==> config.mk <==
export PLATFORM = sky130hd
export DESIGN_NAME = mem_port_arbiter
export DESIGN_NICKNAME = d
export VERILOG_FILES = /design/src/rtl/mem_port_arbiter.sv
export SDC_FILE = /design/constraint.sdc
export NUM_CORES = 1
export LEC_CHECK = 0
export ABC_AREA = 0
export CAP_MARGIN = 20
export CORE_MARGIN = 2
export CORE_UTILIZATION = 44
export CTS_CLUSTER_DIAMETER = 40
export DETAILED_ROUTE_END_ITERATION = 16
export GPL_TIMING_DRIVEN = 0
export PLACE_DENSITY = 0.89
export SLEW_MARGIN = 20
export SYNTH_ARGS = -nofsm -noshare
export SYNTH_HDL_FRONTEND = slang
export SYNTH_SLANG_ARGS = --single-unit
==> constraint.sdc <==
create_clock -name clk -period 11.8 [get_ports clk]
set_input_delay 2.95 -clock clk [delete_from_list [all_inputs] [get_ports clk]]
set_output_delay 2.95 -clock clk [all_outputs]
set_load 0.1 [all_outputs]
==> src/rtl/mem_port_arbiter.sv <==
// Two-requester arbiter (instruction fetch and load/store) in front of one
// single-port memory. D has fixed priority; a starvation counter forces an IF
// grant after STARVE_LIMIT consecutive D grants while IF was waiting.
// Every transaction goes IDLE -> BUSY_x -> IDLE, so there is always one bubble
// cycle between accesses. All outputs are registered.
module mem_port_arbiter #(
  parameter int unsigned ADDR_W       = 32,
  parameter int unsigned DATA_W       = 32,
  parameter int unsigned STARVE_LIMIT = 4
) (
  input  logic                  clk,
  input  logic                  rst,
  // Instruction fetch requester
  input  logic                  if_req_i,
  input  logic [ADDR_W-1:0]     if_addr_i,
  output logic [DATA_W-1:0]     if_rdata_o,
  output logic                  if_ready_o,
  // Load/store requester
  input  logic                  d_req_i,
  input  logic                  d_we_i,
  input  logic [ADDR_W-1:0]     d_addr_i,
  input  logic [DATA_W-1:0]     d_wdata_i,
  input  logic [DATA_W/8-1:0]   d_be_i,
  output logic [DATA_W-1:0]     d_rdata_o,
  output logic                  d_ready_o,
  // Memory side
  output logic                  mem_req_o,
  output logic                  mem_we_o,
  output logic [ADDR_W-1:0]     mem_addr_o,
  output logic [DATA_W-1:0]     mem_wdata_o,
  output logic [DATA_W/8-1:0]   mem_be_o,
  input  logic [DATA_W-1:0]     mem_rdata_i,
  input  logic                  mem_ack_i
);

  localparam int unsigned BE_W  = DATA_W / 8;
  localparam int unsigned CNT_W = $clog2(STARVE_LIMIT + 1);

  typedef enum logic [1:0] {
    ST_IDLE    = 2'd0,
    ST_BUSY_IF = 2'd1,
    ST_BUSY_D  = 2'd2
  } state_e;

  state_e              state_q,     state_d;
  logic [CNT_W-1:0]    cnt_q,       cnt_d;
  logic                mem_req_q,   mem_req_d;
  logic                mem_we_q,    mem_we_d;
  logic [ADDR_W-1:0]   mem_addr_q,  mem_addr_d;
  logic [DATA_W-1:0]   mem_wdata_q, mem_wdata_d;
  logic [BE_W-1:0]     mem_be_q,    mem_be_d;
  logic                if_ready_q,  if_ready_d;
  logic                d_ready_q,   d_ready_d;
  logic [DATA_W-1:0]   if_rdata_q,  if_rdata_d;
  logic [DATA_W-1:0]   d_rdata_q,   d_rdata_d;

  logic starve_hit_c;
  logic grant_d_c;
  logic grant_if_c;

  // IF has waited through the maximum number of back-to-back D grants.
  assign starve_hit_c = (cnt_q == CNT_W'(STARVE_LIMIT));

  // D wins unless IF is waiting and has been starved; IF takes what is left.
  assign grant_d_c  = d_req_i && !(if_req_i && starve_hit_c);
  assign grant_if_c = if_req_i && !grant_d_c;

  // State and output registers.
  always_ff @(posedge clk or posedge rst) begin
    if (rst) begin
      state_q     <= ST_IDLE;
      cnt_q       <= '0;
      mem_req_q   <= 1'b0;
      mem_we_q    <= 1'b0;
      mem_addr_q  <= '0;
      mem_wdata_q <= '0;
      mem_be_q    <= '0;
      if_ready_q  <= 1'b0;
      d_ready_q   <= 1'b0;
      if_rdata_q  <= '0;
      d_rdata_q   <= '0;
    end else begin
      state_q     <= state_d;
      cnt_q       <= cnt_d;
      mem_req_q   <= mem_req_d;
      mem_we_q    <= mem_we_d;
      mem_addr_q  <= mem_addr_d;
      mem_wdata_q <= mem_wdata_d;
      mem_be_q    <= mem_be_d;
      if_ready_q  <= if_ready_d;
      d_ready_q   <= d_ready_d;
      if_rdata_q  <= if_rdata_d;
      d_rdata_q   <= d_rdata_d;
    end
  end

  // Arbitration in IDLE, completion handling in BUSY_x.
  always_comb begin
    state_d     = state_q;
    cnt_d       = cnt_q;
    mem_req_d   = mem_req_q;
    mem_we_d    = mem_we_q;
    mem_addr_d  = mem_addr_q;
    mem_wdata_d = mem_wdata_q;
    mem_be_d    = mem_be_q;
    if_ready_d  = 1'b0;
    d_ready_d   = 1'b0;
    if_rdata_d  = if_rdata_q;
    d_rdata_d   = d_rdata_q;

    case (state_q)
      ST_IDLE: begin
        if (grant_d_c) begin
          state_d     = ST_BUSY_D;
          mem_req_d   = 1'b1;
          mem_we_d    = d_we_i;
          mem_addr_d  = d_addr_i;
          mem_wdata_d = d_wdata_i;
          mem_be_d    = d_be_i;
          // Count D grants only while IF is actually waiting.
          if (!if_req_i) begin
            cnt_d = '0;
          end else if (!starve_hit_c) begin
            cnt_d = cnt_q + CNT_W'(1);
          end
        end else if (grant_if_c) begin
          state_d     = ST_BUSY_IF;
          mem_req_d   = 1'b1;
          mem_we_d    = 1'b0;
          mem_addr_d  = if_addr_i;
          mem_wdata_d = '0;
          mem_be_d    = '1;
          cnt_d       = '0;
        end
      end
      ST_BUSY_IF: begin
        if (mem_ack_i) begin
          state_d    = ST_IDLE;
          mem_req_d  = 1'b0;
          if_ready_d = 1'b1;
          if_rdata_d = mem_rdata_i;
        end
      end
      ST_BUSY_D: begin
        if (mem_ack_i) begin
          state_d   = ST_IDLE;
          mem_req_d = 1'b0;
          d_ready_d = 1'b1;
          // Stores leave the last load value in place.
          if (!mem_we_q) begin
            d_rdata_d = mem_rdata_i;
          end
        end
      end
      default: begin
        state_d   = ST_IDLE;
        mem_req_d = 1'b0;
      end
    endcase
  end

  assign mem_req_o   = mem_req_q;
  assign mem_we_o    = mem_we_q;
  assign mem_addr_o  = mem_addr_q;
  assign mem_wdata_o = mem_wdata_q;
  assign mem_be_o    = mem_be_q;
  assign if_ready_o  = if_ready_q;
  assign d_ready_o   = d_ready_q;
  assign if_rdata_o  = if_rdata_q;
  assign d_rdata_o   = d_rdata_q;

endmodule

; ---- Word level (Yosys, flattened, before mapping)
; Index checks and enable logic that the tools add are counted.
; W data, S select, Z words.
[totals]
reg_bits = 141
inputBits = 138
output_inout_bits = 136
[op_classes]
addsub = 1
eq_ne = 6
muxes = 23
bitwise = 1
n_reduce_logical = 13
[op_table]
columns = op, n
row1 = $mux W32, 4
row2 = $mux W3, 4
row3 = $mux W1, 8
row4 = $mux W4, 2
row5 = $mux W2, 3
row6 = $ne A3 B3 Y1 const B, 2
row7 = $reduce_and A2 Y1, 3
row8 = $reduce_and A3 Y1, 2
row9 = $pmux W2 S2, 1
row10 = $add A3 B1 Y3 const B, 1
row11 = $eq A3 B3 Y1 const B, 1
row12 = $logic_and A1 B1 Y1, 3
row13 = $eq A2 B1 Y1 const B, 1
row14 = $eq A2 B2 Y1 const B, 1
row15 = $logic_not A1 Y1, 2
row16 = $logic_not A2 Y1, 1
row17 = $ne A2 B1 Y1 const B, 1
row18 = $pmux W1 S2, 1
row19 = $reduce_bool A2 Y1, 1
row20 = $reduce_or A2 Y1, 1
row21 = $not A1 Y1, 1

; ---- Depth between registers and ports, before layout
; Gate-level depths: netlist of run 1.
[depth]
ltp_word = 9
mapped_depth = 7

; ---- Least setup slack after synthesis of run 1
; Ideal clock, no wire load.
[synth_timing]
kind = input -> register
startpoint = input port mem_ack_i
endpoint = register d_rdata_q[10] (netlist: d_rdata_o[10])
setup_ps = 126
arrival_time_ps = 3834
required_ps = 11674
slack_ps = 7840
stages = 5
n_path_buf = 2
cell_sequence = and2_1 -> nand2b_1 -> clkbuf_2 -> buf_2 -> mux2_2
[synth_between]
elab_chain_len = 1
[synth_lines]
columns = element, line
row1 = start: declaration, 33  ; input logic mem_ack_i
row2 = $reduce_and A3 Y1 (no line), n/a
row3 = end signal: assignment, 93  ; d_rdata_q <= d_rdata_d;
row4 = end: declaration, 55  ; logic [DATA_W-1:0] d_rdata_q, d_rdata_d;
; Every way passes these cells.
; A chain may end at the register's enable or synchronous reset.

; ---- Worst setup path after layout of run 1
[layout_timing]
startpoint = register mem_we_q (netlist: mem_we_o)
endpoint = output port mem_we_o
[layout_rtl]
columns = element, line
row1 = start: declaration, 48  ; logic mem_we_q, mem_we_d;
row2 = start signal: assignment, 86  ; mem_we_q <= mem_we_d;
row3 = end: declaration, 28  ; output logic mem_we_o,
; No word-level cell between the ends.

==> parameters.txt, run 1 <==
Parameter                              Value

Run status
  Status ... complete, no violations

Timing
  Slew Limit Headroom ... 31.12%
  Maximum clock skew at final layout ... between 0.003 and 0.004 ns
  Max Transition Viols Final ... 0
  Crit share post-route ... between 40% and 50%
  Final setup violation count ... 0
  Worst Tran Pin Value ... roughly 1.0 ns
  Post-route minimum period ... between 4 and 5 ns
  Unrepaired setup endpoints after global routing ... false
  Achievable Freq ... roughly 200 MHz
  Final number of hold-violating endpoints ... 0
  Final-layout setup total negative slack ... 0 ns

CTS
  Root buffer cell ... clkbuf_16
  CTS tree ... done
  Later-pin clock latency in the skew report ... ~0.41 ns
  H-tree Lvls ... 4
  Clock sink count ... between 100 and 150
  Post-CTS setup buffers ... 0
  PostCTS Resize Cnt ... 0
  Clock slew at reported path FFs ... about 0.060 ns
  CTS Hold Buffers Added ... 0
  Cts bufs inserted ... 17
  Clock Tree Buf Depth ... 2

Final layout
  Post-layout net count ... roughly 960
  Share of final-layout standard cells stronger than drive strength 1 ... about 15%
  Area growth, synth to finish ... 61.63%
  Number of filler cells placed in the layout ... a little under 900
  Antenna diodes ... 0

Placement
  Port bufs ... around 270
  Placer Congestion ... between 0.8 and 0.9
  Detailed Place HPWL ... between 10000 and 15000 um

Synth
  Mapped Cells ... 519
  Synth Cell Area ... 5834 sq um
  Fraction of post-synthesis cell area in the top cell type by area ... between 60% and 70%
  Mean post-synth cell area ... about 11 sq um
  Area leader, netlist ... dfrtp_1
  Count of synthesis-stage warnings from yosys ... 0
  Post-synthesis register bit count ... ~140
  Syn Nets ... 662
  Cell types with the largest area share after synthesis ... dfrtp_1, mux2_2, nand2_1
  Distinct cell type count after synthesis ... 28
  Sequential share of the synthesized area ... between 60% and 70%

Worst hold path
  Worst min path class ... register to register
  Worst min-delay path startpoint ... mem_wdata_o[10]$_DFFE_PP0P_

Critical path
  Critical Path End Type ... output port
  Element type at the critical path start ... register
  Total buffers and inverters traversed by the critical path ... 1
  First element of the critical path ... mem_we_o$_DFFE_PP0P_
  Critical setup path kind ... register to output port
  Required time at the worst-slack endpoint ... 8.85 ns
  Arrival time at the worst endpoint ... 1.99 ns
  Startpoint of the most critical register-to-register path ... cnt_q[0]$_DFFE_PP0P_
  Cell Chain, Critical Path ... clkdlybuf4s50_1
  Largest stage delay on the critical path ... about 1.2 ns
  Cell class contributing the biggest share of worst-path delay ... buffers and inverters
  Crit-path slowest cell ... clkdlybuf4s50_1
  Worst-path fanout max ... 3

Detailed routing
  Detailed router's first-iteration violation count ... 339
  Vias per Instance ... 5.071
  WL final ... 17220 um
  Initial DRT Pass Iterations ... 6
  Average wire per cell in the routed design ... 17.20 um
  Number of nets still failing antenna checks after routing ... 0
  Detailed-route DRC error count ... 0
  Via count of the routed design ... approximately 5100

Floorplanning
  Core region area ... between 10000 and 15000 sq um
  Die span in y ... 119.2 um
  Die area ... about 14000 sq um
  Boundary Pins ... around 270
  Die X ... roughly 120 um
  Starting density of the core ... 44.59%
  # rows ... 42

GRT
  Pin count of the biggest net entering global routing ... roughly 70
  Total congestion overflow ... 0
  GR Layer Usage met2 ... 42.49%
  Met3 routing resource usage after global routing ... 7.663%
  Most used routing layer in global routing ... met2
  Global-route track usage on met1 ... just under 30%
  Wire length of the first global-routing pass ... 27360 um
  Total routing usage reported by global routing ... approximately 25%
  Initial antenna violation count ... 0
  Vias in the first global route ... between 5000 and 6000

Flow run
  Max-capacitance violation count ... 0
-- metal layers --
layer | vias to the layer above | part of all wire [%]
li1 | 2390 | -
met1 | 2434 | 40
met2 | 223 | 50
met3 | 29 | 7.6
met4 | 0 | 2.4
met5 | - | 0
-- tightest hold or removal path, stage by stage (launching register included) --
cell and delay (ns):
dfrtp_1 0.34, nand2_1 0.05, o21ai_0 0.06
-- cell usage after synthesis (all sizes together) --
| cell type | number |
|---|---|
| a21oi | 5 |
| nor2b | 1 |
| nor3b | 1 |
| a22o | 2 |
| clkbuf | 19 |
| dfrtp | 141 |
| and2 | 2 |
| o21a | 1 |
| inv | 7 |
| mux2 | 64 |
| nand4 | 32 |
| buf | 21 |
| o21ai | 34 |
| nand3 | 1 |
| nand2 | 133 |
| nand2b | 1 |
| a31o | 1 |
| o22ai | 1 |
| nor2 | 11 |
| o211ai | 32 |
| a21o | 2 |
| ha | 5 |
| a32o | 1 |
| a31oi | 1 |
-- area by class of cell --
cell class / count / area, sq um / area share [%]
timing repair buffer: 274 / 2760 / 29.27
clock buffer: 19 / 442.9 / 4.697
tap: 176 / 220.2 / 2.335
multi-input combinational: 331 / 2077 / 22.02
sequential: 141 / 3528 / 37.42
buffer: 40 / 202.7 / 2.149
clock inverter: 13 / 165.2 / 1.751
inverter: 7 / 33.78 / 0.3582
-- cell usage in the layout, fill, tap and decap left out, types with 2 or more instances in the layout --
cell               n
and2_1             2
buf_2             17
inv_1              6
mux2_2            63
nand4_1           32
buf_6              4
clkbuf_16         17
o21ai_0           33
nand2_1          133
clkdlybuf4s50_1  273
dfrtp_1          141
ha_1               5
clkbuf_1          19
a21oi_1            5
nor2_1            11
a22o_1             2
clkinv_4           3
clkinv_2           2
clkinvlp_4         4
bufinv_16          3
a21o_1             2
o211ai_1          32
-- logic make-up (layout without fill, tap and decap cells) --
| family | count (synthesis) | after routing | synth area share [%] |
|---|---|---|---|
| buffers and inverters | 47 | 353 | 3.924 |
| AOI/OAI and AO/OA | 80 | 80 | 8.750 |
| DFF | 141 | 141 | 60.48 |
| adders and majority gates | 5 | 5 | 1.072 |
| and+or+nand+nor | 182 | 182 | 13.42 |
| muxes | 64 | 64 | 12.35 |
-- flip-flops by register name (all words and copies together) (netlist names), 2 cells and up --
| register | flops |
|---|---|
| cnt_q | 3 |
| d_rdata_o | 32 |
| if_rdata_o | 32 |
| mem_addr_o | 32 |
| mem_be_o | 4 |
| mem_wdata_o | 32 |
| state_q | 2 |
-- worst paths after layout --
check                      slack, ns                          end  cells past startpoint
setup / recovery                6.86                     mem_we_o                      1
hold / removal                  0.48  mem_wdata_o[10]$_DFFE_PP0P_                      2
setup reg to reg                9.96   mem_wdata_o[5]$_DFFE_PP0P_                      6
hold reg to reg                 0.48  mem_wdata_o[10]$_DFFE_PP0P_                      2
min in group asynchronous       2.99    d_rdata_o[12]$_DFFE_PP0P_                      2
max in group asynchronous       8.10    d_rdata_o[23]$_DFFE_PP0P_                      3
-- stage by stage --
step	utilization [%]	instance area, sq um	instances	hold WS (ns)	setup WS [ns]
floorplan	-	5834	519	0.4913	5.069
global placement	67.15	8787	968	0.4592	3.156
detailed placement	67.42	8822	969	0.4696	7.046
CTS	72.07	9430	1001	0.4827	6.819
global route	72.07	9430	1001	0.5155	6.807
finish	72.07	9430	1001	0.4835	6.858
Power of run 1 is left out: the tool's default activity adds up to more than one toggle a clock period on the data nets, which glitch-free logic cannot reach.
==> run 2: changes to the inputs <==
- CORE_UTILIZATION: 44 -> 37
- PLACE_DENSITY: 0.89 -> 0.8
- clock period: 11.8 -> 4.1 ns (I/O delays scaled with it)
==> parameters.txt, run 2 (synthesized netlist as in run 1, its figures left out) <==
Parameter                              Value

Timing
  Slack of the critical path ... 1.083 ns (-5.776 ns)
  Final setup violation count ... 0 (unchanged)
  Final number of hold-violating endpoints ... 0 (unchanged)
  Crit share post-route ... between 70% and 80%
  Max Transition Viols Final ... 0 (unchanged)
  Post-route minimum period ... approximately 3.0 ns
  Unrepaired setup endpoints after global routing ... false
  Maximum clock skew at final layout ... 0.006993 ns (+0.003095 ns)
  Slew Limit Headroom ... 24.83% (-6.3 points)
  Achievable Freq ... ~330 MHz
  Worst Tran Pin Value ... 1.124 ns (+0.09396 ns)

GRT
  Wire length of the first global-routing pass ... 26540 um (-3.0%)
  Vias in the first global route ... 5068 (-3.2%)
  Total congestion overflow ... 0 (unchanged)
  Initial antenna violation count ... 0 (unchanged)
  Pin count of the biggest net entering global routing ... 29 (-60%)
  Total routing usage reported by global routing ... 20.47% (-4.4 points)

CTS
  Clock sink count ... 141 (unchanged)
  Later-pin clock latency in the skew report ... 0.40 ns (about the same)
  PostCTS Resize Cnt ... 0 (unchanged)
  CTS tree ... done
  Clock Tree Buf Depth ... 2 (unchanged)
  H-tree Lvls ... 4 (unchanged)
  CTS Hold Buffers Added ... 0 (unchanged)
  Cts bufs inserted ... 17 (unchanged)
  Root buffer cell ... clkbuf_16
  Clock slew at reported path FFs ... 0.05 ns (about the same)
  Post-CTS setup buffers ... 0 (unchanged)

Floorplanning
  Boundary Pins ... 274 (unchanged)
  Starting density of the core ... 38.10% (-6.5 points)
  Die area ... 16790 sq um (+18%)
  Die X ... 129.6 um (+8.7%)
  Die span in y ... 129.6 um (+8.7%)
  Core region area ... 15310 sq um (+17%)
  # rows ... 45 (+7.1%)

Critical path
  Worst-path fanout max ... 2 (-1)
  Critical Path End Type ... output port
  Critical setup path kind ... register to output port
  Total buffers and inverters traversed by the critical path ... 1 (unchanged)
  Cell class contributing the biggest share of worst-path delay ... buffers and inverters
  Minimum setup slack among reg-to-reg paths ... 2.21 ns (-7.75 ns)
  Startpoint of the most critical register-to-register path ... cnt_q[0]$_DFFE_PP0P_
  Required time at the worst-slack endpoint ... 3.07 ns (-5.78 ns)
  First element of the critical path ... mem_addr_o[27]$_DFFE_PP0P_
  Arrival time at the worst endpoint ... 1.99 ns (about the same)
  Cell Chain, Critical Path ... clkdlybuf4s50_1
  Largest stage delay on the critical path ... 1.23 ns (+0.05 ns)
  Crit-path slowest cell ... clkdlybuf4s50_1
  Element type at the critical path start ... register

Final layout
  Share of final-layout standard cells stronger than drive strength 1 ... 14.86% (+0.19 points)
  Leading cell type in the layout, fill and taps excluded ... clkdlybuf4s50_1
  Area growth, synth to finish ... 63.71%
  Antenna diodes ... 0 (unchanged)
  Highest-count cells in the layout ignoring fill and taps ... clkdlybuf4s50_1, dfrtp_1, nand2_1
  Post-layout net count ... 959 (+0.42%)

Detailed routing
  Average wire per cell in the routed design ... 16.69 um (-2.9%)
  Vias per Instance ... 4.879 (-3.8%)
  Detailed-route DRC error count ... 0 (unchanged)
  Via count of the routed design ... 5069 (-0.14%)
  WL final ... 17340 um (+0.75%)
  Number of nets still failing antenna checks after routing ... 0 (unchanged)
  Detailed router's first-iteration violation count ... 205 (-40%)
  Initial DRT Pass Iterations ... 4 (-2)

Placement
  Detailed Place HPWL ... 13130 um (+3.4%)
  Minimum setup slack after placement ... 1.198 ns (-5.849 ns)
  Placer Congestion ... 0.8213 (-3.7%)
  Port bufs ... 273 (unchanged)

Worst hold path
  Worst min-delay path startpoint ... mem_req_o$_DFFE_PP0P_
  Worst min path class ... register to register

Run status
  Status ... complete, no violations

Flow run
  Max-capacitance violation count ... 0 (unchanged)
## run 2: cell count changes in the layout (fill, tap and decap cells not counted)
cell / previous run / this run
inv_8: 1 / 0
buf_12: 0 / 4
clkinv_4: 3 / 1
clkbuf_1: 19 / 20
clkbuf_8: 1 / 3
clkinv_2: 2 / 1
## run 2: cell type report
type,instances,area (sq um)
buffer,40,202.7
clock buffer,22,474.2
clock inverter,9,135.1
fill,1264,5763
inverter,7,30.03
multi-input combinational,331,2077
sequential,141,3528
tap,211,264.0
timing repair buffer,278,2840
## run 2: through the flow
stage / hold slack, ns / util (%) / cells / TNS (ns) / cell area [sq um]
after global routing: 0.5021 / 62.37 / 1039 / 0 / 9552
after floorplan: 0.4913 / - / 519 / 0 / 5838
after global placement: 0.4613 / 57.69 / 1003 / -0.01693 / 8835
after detailed placement: 0.4650 / 58.39 / 1008 / 0 / 8942
after CTS: 0.4791 / 62.37 / 1039 / 0 / 9552
final: 0.4727 / 62.37 / 1039 / 0 / 9552
## run 2: worst paths after layout
kind | depth (start not counted) | to
worst max-delay path | 1 | mem_addr_o[27]
worst min register to register | 1 | mem_req_o$_DFFE_PP0P_
worst min-delay path | 1 | mem_req_o$_DFFE_PP0P_
worst max register to register | 6 | mem_wdata_o[18]$_DFFE_PP0P_
max in group asynchronous | 5 | mem_be_o[3]$_DFFE_PP0P_
min in group asynchronous | 2 | if_rdata_o[26]$_DFFE_PP0P_
## run 2: per-layer routing
| metal | vias to the layer above | wire (um) | global-route usage, % |
|---|---|---|---|
| met5 | - | 0 | 0 |
| met4 | 0 | 335 | 6.452 |
| met3 | 25 | 1519 | 7.927 |
| met2 | 213 | 8377 | 33.85 |
| met1 | 2436 | 7111 | 24.76 |
| li1 | 2395 | - | - |
Power of run 2 is left out for the same reason.
==> run 3: changes to the inputs <==
- CORE_UTILIZATION: 37 -> 41
- PLACE_DENSITY: 0.8 -> 0.84
- clock period: 4.1 -> 3.1 ns (I/O delays scaled with it)
==> parameters.txt, run 3 (synthesized netlist as in run 1, its figures left out) <==
Parameter                              Value

Floorplanning
  Core region area ... 13880 sq um (-9.4%)
  Die X ... 123.3 um (-4.8%)
  # rows ... 43 (-4.4%)
  Die span in y ... 123.3 um (-4.8%)
  Boundary Pins ... 274 (unchanged)
  Starting density of the core ... 42.03% (+3.9 points)
  Die area ... 15200 sq um (-9.5%)

GRT
  Total congestion overflow ... 0 (unchanged)
  Pin count of the biggest net entering global routing ... 32 (+10%)
  Initial antenna violation count ... 0 (unchanged)
  Vias in the first global route ... 5077 (+0.18%)
  Wire length of the first global-routing pass ... 26540 um (unchanged)
  Total routing usage reported by global routing ... 23.28% (+2.8 points)

Critical path
  Total buffers and inverters traversed by the critical path ... 1 (unchanged)
  Largest stage delay on the critical path ... 1.21 ns (-0.02 ns)
  Arrival time at the worst endpoint ... 2.05 ns (+0.06 ns)
  Crit-path slowest cell ... clkdlybuf4s50_1
  Cell class contributing the biggest share of worst-path delay ... buffers and inverters
  Element type at the critical path start ... register
  Worst-path fanout max ... 3 (+1)
  Required time at the worst-slack endpoint ... 2.32 ns (-0.75 ns)
  Critical Path End Type ... output port
  Cell Chain, Critical Path ... clkdlybuf4s50_1
  Critical setup path kind ... register to output port

CTS
  Post-CTS setup buffers ... 0 (unchanged)
  Later-pin clock latency in the skew report ... 0.41 ns (about the same)
  H-tree Lvls ... 4 (unchanged)
  CTS tree ... done
  Clock Tree Buf Depth ... 2 (unchanged)
  Root buffer cell ... clkbuf_16
  PostCTS Resize Cnt ... 0 (unchanged)
  CTS Hold Buffers Added ... 0 (unchanged)
  Cts bufs inserted ... 17 (unchanged)
  Clock sink count ... 141 (unchanged)
  Clock slew at reported path FFs ... 0.06 ns (about the same)

Detailed routing
  Initial DRT Pass Iterations ... 5 (+1)
  Detailed router's first-iteration violation count ... 266 (+30%)
  Detailed-route DRC error count ... 0 (unchanged)
  Number of nets still failing antenna checks after routing ... 0 (unchanged)
  WL final ... 17390 um (+0.29%)
  Vias per Instance ... 5.083 (+4.2%)
  Average wire per cell in the routed design ... 17.24 um (+3.3%)
  Via count of the routed design ... 5129 (+1.2%)

Timing
  Unrepaired setup endpoints after global routing ... false
  Max Transition Viols Final ... 0 (unchanged)
  Worst Tran Pin Value ... 1.051 ns (-0.07316 ns)
  Hold slack final ... 0.4763 ns (+0.003630 ns)
  Post-route minimum period ... about 2.8 ns
  Achievable Freq ... around 350 MHz
  Crit share post-route ... just over 90%
  Final setup violation count ... 0 (unchanged)
  Slew Limit Headroom ... 29.73% (+4.9 points)
  Final number of hold-violating endpoints ... 0 (unchanged)
  Maximum clock skew at final layout ... 0.005867 ns (-0.001127 ns)

Final layout
  Antenna diodes ... 0 (unchanged)
  Area growth, synth to finish ... 63.95%
  Highest-count cells in the layout ignoring fill and taps ... clkdlybuf4s50_1, dfrtp_1, nand2_1
  Leading cell type in the layout, fill and taps excluded ... clkdlybuf4s50_1
  Share of final-layout standard cells stronger than drive strength 1 ... 15.08% (+0.22 points)
  Post-layout net count ... 959 (unchanged)

Worst hold path
  Worst min path class ... register to register

Placement
  Port bufs ... 273 (unchanged)
  Placer Congestion ... 0.8209 (about the same)
  Detailed Place HPWL ... 13080 um (-0.38%)

Flow run
  Max-capacitance violation count ... 0 (unchanged)

Run status
  Status ... complete, no violations
## run 3: final timing paths
| path | startpoint | endpoint | slack, ns | cells after the start |
|---|---|---|---|---|
| worst max-delay path | mem_we_o$_DFFE_PP0P_ | mem_we_o | 0.27 | 1 |
| worst min-delay path | mem_wdata_o[3]$_DFFE_PP0P_ | mem_wdata_o[3]$_DFFE_PP0P_ | 0.48 | 2 |
| min in group asynchronous | rst | mem_addr_o[22]$_DFFE_PP0P_ | 0.74 | 2 |
| worst max register to register | state_q[0]$_DFFE_PP0P_ | mem_addr_o[21]$_DFFE_PP0P_ | 1.17 | 7 |
| worst min register to register | mem_wdata_o[3]$_DFFE_PP0P_ | mem_wdata_o[3]$_DFFE_PP0P_ | 0.48 | 2 |
| max in group asynchronous | rst | mem_be_o[2]$_DFFE_PP0P_ | 1.30 | 6 |
## run 3: cell type report
| class | instances | area, sq um |
|---|---|---|
| Sequential cell | 141 | 3528 |
| Inverter | 7 | 30.03 |
| Clock inverter | 12 | 205.2 |
| Multi-Input combinational cell | 331 | 2077 |
| Fill cell | 1020 | 4315 |
| Clock buffer | 20 | 456.7 |
| Timing Repair Buffer | 278 | 2840 |
| Tap cell | 180 | 225.2 |
| Buffer | 40 | 202.7 |
## run 3: per-layer routing
layer | GRT usage, % | up-vias | wire (um)
met1 | 27.22 | 2447 | 6677
met2 | 38.77 | 250 | 8558
met5 | 0 | - | 0
met3 | 8.026 | 38 | 1687
met4 | 10.16 | 0 | 471
li1 | - | 2394 | -
## run 3: per-stage QoR
step / instances / util, % / setup slack (ns) / instance area, sq um / TNS [ns]
2_1_floorplan: 519 / - / 0.5619 / 5838 / 0
6_report: 1009 / 68.91 / 0.2718 / 9565 / 0
4_1_cts: 1009 / 68.91 / 0.2488 / 9565 / 0
3_5_place_dp: 977 / 64.14 / 0.4841 / 8904 / 0
3_3_place_gp: 972 / 63.37 / -0.6805 / 8796 / -94.34
5_1_grt: 1009 / 68.91 / 0.2251 / 9565 / 0
Power of run 3 is left out for the same reason.
